$ cat config.mk
export PLATFORM = sky130hd
export DESIGN_NAME = irq_pending_latch
export DESIGN_NICKNAME = d
export VERILOG_FILES = /design/src/rtl/irq_pending_latch.sv
export SDC_FILE = /design/constraint.sdc
export NUM_CORES = 1
export LEC_CHECK = 0
export ABC_AREA = 1
export CAP_MARGIN = 10
export CORE_ASPECT_RATIO = 1.5
export CORE_MARGIN = 3
export CORE_UTILIZATION = 30
export CTS_CLUSTER_SIZE = 20
export DETAILED_ROUTE_END_ITERATION = 8
export GPL_ROUTABILITY_DRIVEN = 0
export SLEW_MARGIN = 20
export SYNTH_ARGS = -nofsm -noshare
export SYNTH_HDL_FRONTEND = slang
export SYNTH_SLANG_ARGS = --single-unit
$ cat constraint.sdc
create_clock -name clk -period 0.8 [get_ports clk]
set_input_delay 0.12 -clock clk [delete_from_list [all_inputs] [get_ports clk]]
set_output_delay 0.12 -clock clk [all_outputs]
set_load 0.02 [all_outputs]
$ cat src/rtl/irq_pending_latch.sv
// irq_pending_latch: four-channel interrupt capture stage feeding the
// 4:2 priority encoder with registered, level-held, maskable requests.
module irq_pending_latch #(
    parameter int SYNC_STAGES = 2
) (
    input  logic       clk,
    input  logic       rst,
    input  logic [3:0] irq_in,
    input  logic       mask_we,
    input  logic [3:0] mask_in,
    input  logic       ack,
    input  logic [1:0] ack_idx,
    input  logic       ovf_clr,
    output logic [3:0] pend,
    output logic [3:0] raw_pend,
    output logic [3:0] mask,
    output logic [3:0] ovf,
    output logic       any_pend
);

    logic [SYNC_STAGES-1:0][3:0] sync_q;
    logic [SYNC_STAGES-1:0][3:0] sync_d;
    logic [3:0] prev_q;
    logic [3:0] prev_d;
    logic [3:0] raw_pend_q;
    logic [3:0] raw_pend_d;
    logic [3:0] pend_q;
    logic [3:0] pend_d;
    logic [3:0] mask_q;
    logic [3:0] mask_d;
    logic [3:0] ovf_q;
    logic [3:0] ovf_d;
    logic       any_pend_q;
    logic       any_pend_d;

    logic [3:0] sync_out;
    logic [3:0] evt;
    logic [3:0] ack_vec;

    // One-hot view of the acknowledge so it only ever touches one bit.
    always_comb begin
        ack_vec = 4'b0000;
        if (ack) begin
            ack_vec[ack_idx] = 1'b1;
        end
    end

    // Synchroniser shift, edge detect and next-state for all registers.
    always_comb begin
        sync_d   = {sync_q[SYNC_STAGES-2:0], irq_in};
        sync_out = sync_q[SYNC_STAGES-1];
        prev_d   = sync_out;
        evt      = sync_out & ~prev_q;

        // A new event beats an ack to the same bit so nothing is lost.
        raw_pend_d = evt | (raw_pend_q & ~ack_vec);

        // Overflow: event lands on a bit still pending and not being acked.
        ovf_d = (ovf_clr ? 4'b0000 : ovf_q)
              | (evt & raw_pend_q & ~ack_vec);

        mask_d = mask_we ? mask_in : mask_q;

        // Masked view is registered so the encoder sees glitch-free input.
        pend_d     = raw_pend_q & ~mask_q;
        any_pend_d = |pend_d;
    end

    // State registers with synchronous active-high reset.
    always_ff @(posedge clk) begin
        if (rst) begin
            sync_q     <= '0;
            prev_q     <= 4'b0000;
            raw_pend_q <= 4'b0000;
            pend_q     <= 4'b0000;
            mask_q     <= 4'b0000;
            ovf_q      <= 4'b0000;
            any_pend_q <= 1'b0;
        end else begin
            sync_q     <= sync_d;
            prev_q     <= prev_d;
            raw_pend_q <= raw_pend_d;
            pend_q     <= pend_d;
            mask_q     <= mask_d;
            ovf_q      <= ovf_d;
            any_pend_q <= any_pend_d;
        end
    end

    assign pend     = pend_q;
    assign raw_pend = raw_pend_q;
    assign mask     = mask_q;
    assign ovf      = ovf_q;
    assign any_pend = any_pend_q;

endmodule
# Word level (Yosys, flattened, before mapping)
# Index checks and enable logic that the tools add are counted.
# Widths: inputs -> output; s select.
dict set report op_classes {
  muxes 4
  bitwise 10
  order_cmp 2
  n_mul 0
  n_div 0
  addsub 0
  eq_ne 0
  shifts 0
  n_reduce_logical 2
}
# cell count
set ops {}
lappend ops {{$and 4x4->4} 5}
lappend ops {{$not 4->4} 3}
lappend ops {{$mux 4} 2}
lappend ops {{$or 4x4->4} 2}
lappend ops {{$reduce_or 4->1} 1}
lappend ops {{$lt 2x3->1 const B} 1}
lappend ops {{$demux 1 s2} 1}
lappend ops {{$ge 2x1->1 const B} 1}
lappend ops {{$logic_and 1x1->1} 1}
lappend ops {{$mux 1} 1}
dict set report word_totals {
  input_bits 15
  latch_bits 0
  rom_bits 0
  wordCells 26
  output_inout_bits 17
  ff_bits 29
  ram_bits 0
  mem_count 0
}

# Depth between registers and ports, before layout
dict set report logic_depth {
  ltp_word 8
  depth_mapped 5
}

# Least setup slack after synthesis
# OpenSTA, ideal clock, no wires.
dict set report synth_timing {
  path_kind {register to register}
  from {reg mask_q[1] (netlist: mask[1])}
  to {reg any_pend_q (netlist: any_pend)}
  synth_period_minus_slack_ns 0.871
  arrival_ns 0.754
  setup_time_ns 0.117
  slack_ns -0.071
  path_buffers 0
  stages_incl_launch_ff 6
  path_cell_list {dfxtp_1 -> inv_1 -> nand2_1 -> nand2_1 -> nor2_1 -> nor2_1}
}
dict set report synth_between {
  elab_chain_cells 3
}
# element line
set synth_lines {}
lappend synth_lines {{start, declared} 29} ;# logic [3:0] mask_q;
lappend synth_lines {{start signal, assigned} 84} ;# mask_q <= mask_d;
lappend synth_lines {{$not 4->4} 65} ;# pend_d = raw_pend_q & ~mask_q;
lappend synth_lines {{$and 4x4->4} 65}
lappend synth_lines {{$reduce_or 4->1} 66} ;# any_pend_d = |pend_d;
lappend synth_lines {{end signal, assigned} 86} ;# any_pend_q <= any_pend_d;
lappend synth_lines {{end, declared} 33} ;# logic any_pend_q;
# No other way between the ends.
# A chain may end at the register's enable or synchronous reset.

# Final worst setup path
dict set report layout_timing {
  from {reg raw_pend_q[0] (netlist: raw_pend[0])}
  to {out raw_pend[0]}
}
# element line
set layout_rtl {}
lappend layout_rtl {{start, declared} 25} ;# logic [3:0] raw_pend_q;
lappend layout_rtl {{start signal, assigned} 82} ;# raw_pend_q <= raw_pend_d;
lappend layout_rtl {{end, declared} 15} ;# output logic [3:0] raw_pend,
# No word-level cell between the ends.

==> impl_metrics.py <==
metrics = {
    "setup_path": {
        "arrival_ps": 740,
        "max_stage_delay_ps": 350,
        "cp-start-kind": "flop",
        "cp_cell_sequence": "buf_6",
        "path_buf_inv": 1,
        "cp-end-kind": "output port",
        "ff2ff_path_depth": 5,
        "slowest_stage": "dfxtp_2",
        "worstPathMaxFanout": 2,
        "critPathTopFamily": "flip-flops",
        "critPathKind": "reg -> out",
        "critPathRequiredTime_ps": 680,
        "cp.depth": 1,
    },
    "route": {
        "wirelength_microns": 2034,
        "firstDrtPassIters": 4,
        "num_vias": 825,
        "drc": 0,
        "wl_per_cell_microns": 9.922,
        "viasPerCell": 4.024,
        "postRouteAntennaNets": 0,
        "drt-initial-drc-count": 7,
    },
    "final_layout": {
        "utilization": 0.4962,
        "nets": 179,
        "drive_gt1_frac": 0.4000,
        "final_cell_count_no_fill": 205,
        "final_common_cell": "nor2_1",
        "area_growth_pct": 57.02,
        "final_cell_mix": "nor2_1, inv_1, buf_6, dfxtp_2, nand2_1",
        "n_antenna_cell": 0,
    },
    "timing": {
        "setup_viol": 20,
        "hold_viol": 0,
        "tns_ps": -702.2,
        "fin_skew_ps": 3.616,
        "relSlewSlack": 0.8893,
        "final.period_utilization": 1.078,
        "tightest_slew_ps": 165.9,
        "setup_ws_ps": -62.32,
        "drv_slew": 0,
        "rsz0062_at_grt": "true",
        "max_freq_mhz": 1160,
        "period_minus_slack_ps": 862.3,
    },
    "grt": {
        "grt_max_degree": 30,
        "track_usage": 0.1090,
        "grt_first_pass_wirelength_microns": 3215,
        "grt_pass1_vias": 782,
        "antenna_found_initial": 0,
        "gr-total-overflow": 0,
    },
    "synth": {
        "yosysSeqAreaShare": 0.5815,
        "syn_area_per_cell_sq_um": 8.184,
        "syn_inst": 122,
        "yosys_warnings": 0,
        "synth_largest_area_cell": "dfxtp_1",
        "synthTopCellsByArea": "dfxtp_1, nor2_1, inv_1",
        "synth_nets": 137,
        "ys_seq_elements": 29,
        "synth_area_sq_um": 998.5,
        "synth_top_area_share": 0.5815,
        "synth.distinct_cells": 12,
    },
    "die": {
        "start_util": 0.3160,
        "rows": 25,
        "die_w_microns": 53.11,
        "die_h_microns": 76.66,
        "dieArea_sq_um": 4071,
        "core-area_sq_um": 3159,
        "io_pins": 32,
    },
    "job": {
        "max_cap_violations": 0,
    },
    "cts": {
        "clock_sinks": 29,
        "clockRootBuffer": "clkbuf_8",
        "cts_tree": "done",
        "clkLatencyLatePin_ps": 270,
        "cts_max_level": 2,
        "clkTransAtPathRegs_ps": 60,
        "max-clock-path-buffers": 2,
        "hold_buffers": 0,
        "cts_inserted_buffers": 5,
    },
    "placement": {
        "dp_hpwl_microns": 1506,
        "placement.io_buffers": 31,
        "placedCellCount": 196,
        "post-place-ws_ps": -310.4,
    },
    "outcome": {
        "violations": "setup timing",
        "status": "complete, but fails checks",
    },
    "power_and_ir_drop": {
        "worst_ir_drop_vdd_uv": 1148,
        "p_per_area_nw_per_um2": 1932,
        "p_leak_nw": 0.6745,
        "finalPower_mw": 3.028,
    },
    "worst_hold_path": {
        "worstHoldPathType": "in -> reg",
        "hold_depth": 3,
    },
}
## final timing paths
check | end | slack (ps) | start
setup / recovery | raw_pend[0] | -60 | raw_pend[0]$_SDFF_PP0_
hold / removal | sync_d[7]$_SDFF_PP0_ | 350 | irq_in[3]
setup reg to reg | any_pend$_SDFF_PP0_ | -30 | raw_pend[3]$_SDFF_PP0_
hold reg to reg | prev_d[3]$_SDFF_PP0_ | 400 | sync_d[7]$_SDFF_PP0_
## area by class of cell
class,instances,area [sq um]
multi-input cells,66,339.1
inverters,24,90.09
flip-flops and latches,29,601.8
clock inverters,2,10.01
clock buffers,6,72.57
fillers,322,1592
repair buffers,38,404.1
well taps,40,50.05
## kinds of logic (layout without fill, tap and decap cells)
family | Yosys count | after routing | share of synthesized area
compound gates | 12 | 12 | 0.09022
flops | 29 | 29 | 0.5815
buf+inv | 27 | 70 | 0.1178
simple gates | 54 | 54 | 0.2105
## state kept, by name, indices dropped and copies added, names as in the netlist
register and cells:
any_pend 1, mask 4, ovf 4, pend 4, prev_d 4, prev_q 4, raw_pend 4, sync_d 4
## report_power, final
group / switching, mW / internal [mW] / leakage (nW) / total [mW]
registers: 0.0333 / 1.51 / 0.245 / 1.55
clock network: 0.511 / 0.600 / 0.0450 / 1.11
logic: 0.178 / 0.194 / 0.385 / 0.372
total: 0.723 / 2.31 / 0.674 / 3.03
## layer usage
layer  GRT usage  up-vias  routed length (microns)
li1            -      444                        -
met1      0.1096      354                      777
met2      0.1828       24                     1092
met3     0.04854        3                      136
met4     0.05371        0                       27
met5           0        -                        0
## metrics by stage
| step | hold WS, ps | area, sq um |
|---|---|---|
| floorplan | 227.0 | 1007 |
| global placement | 389.8 | 1398 |
| detailed placement | 397.0 | 1398 |
| CTS | 347.2 | 1559 |
| global route | 386.3 | 1568 |
| finish | 352.3 | 1568 |
## cells in the mapped netlist
| library cell | count |
|---|---|
| a211oi_2 | 4 |
| nand3b_1 | 1 |
| o21ai_0 | 1 |
| nand2_1 | 18 |
| inv_1 | 23 |
| inv_2 | 1 |
| a21oi_1 | 7 |
| nand3_1 | 3 |
| buf_6 | 2 |
| buf_2 | 1 |
| dfxtp_1 | 29 |
| nor2_1 | 32 |
## tightest hold or removal path, cell delays in order
cell	delay, ps
clkdlybuf4s50_1	390
inv_1	50
nor2_1	30
## what timing repair did
action | in CTS | in global routing
setup endpoints to repair | 22 | 22
pin swaps | 6 | 3
gates resized for setup | 127 | 5
buffers inserted | 1 | 0
No activity file was read; power rests on OpenSTA's default activity.
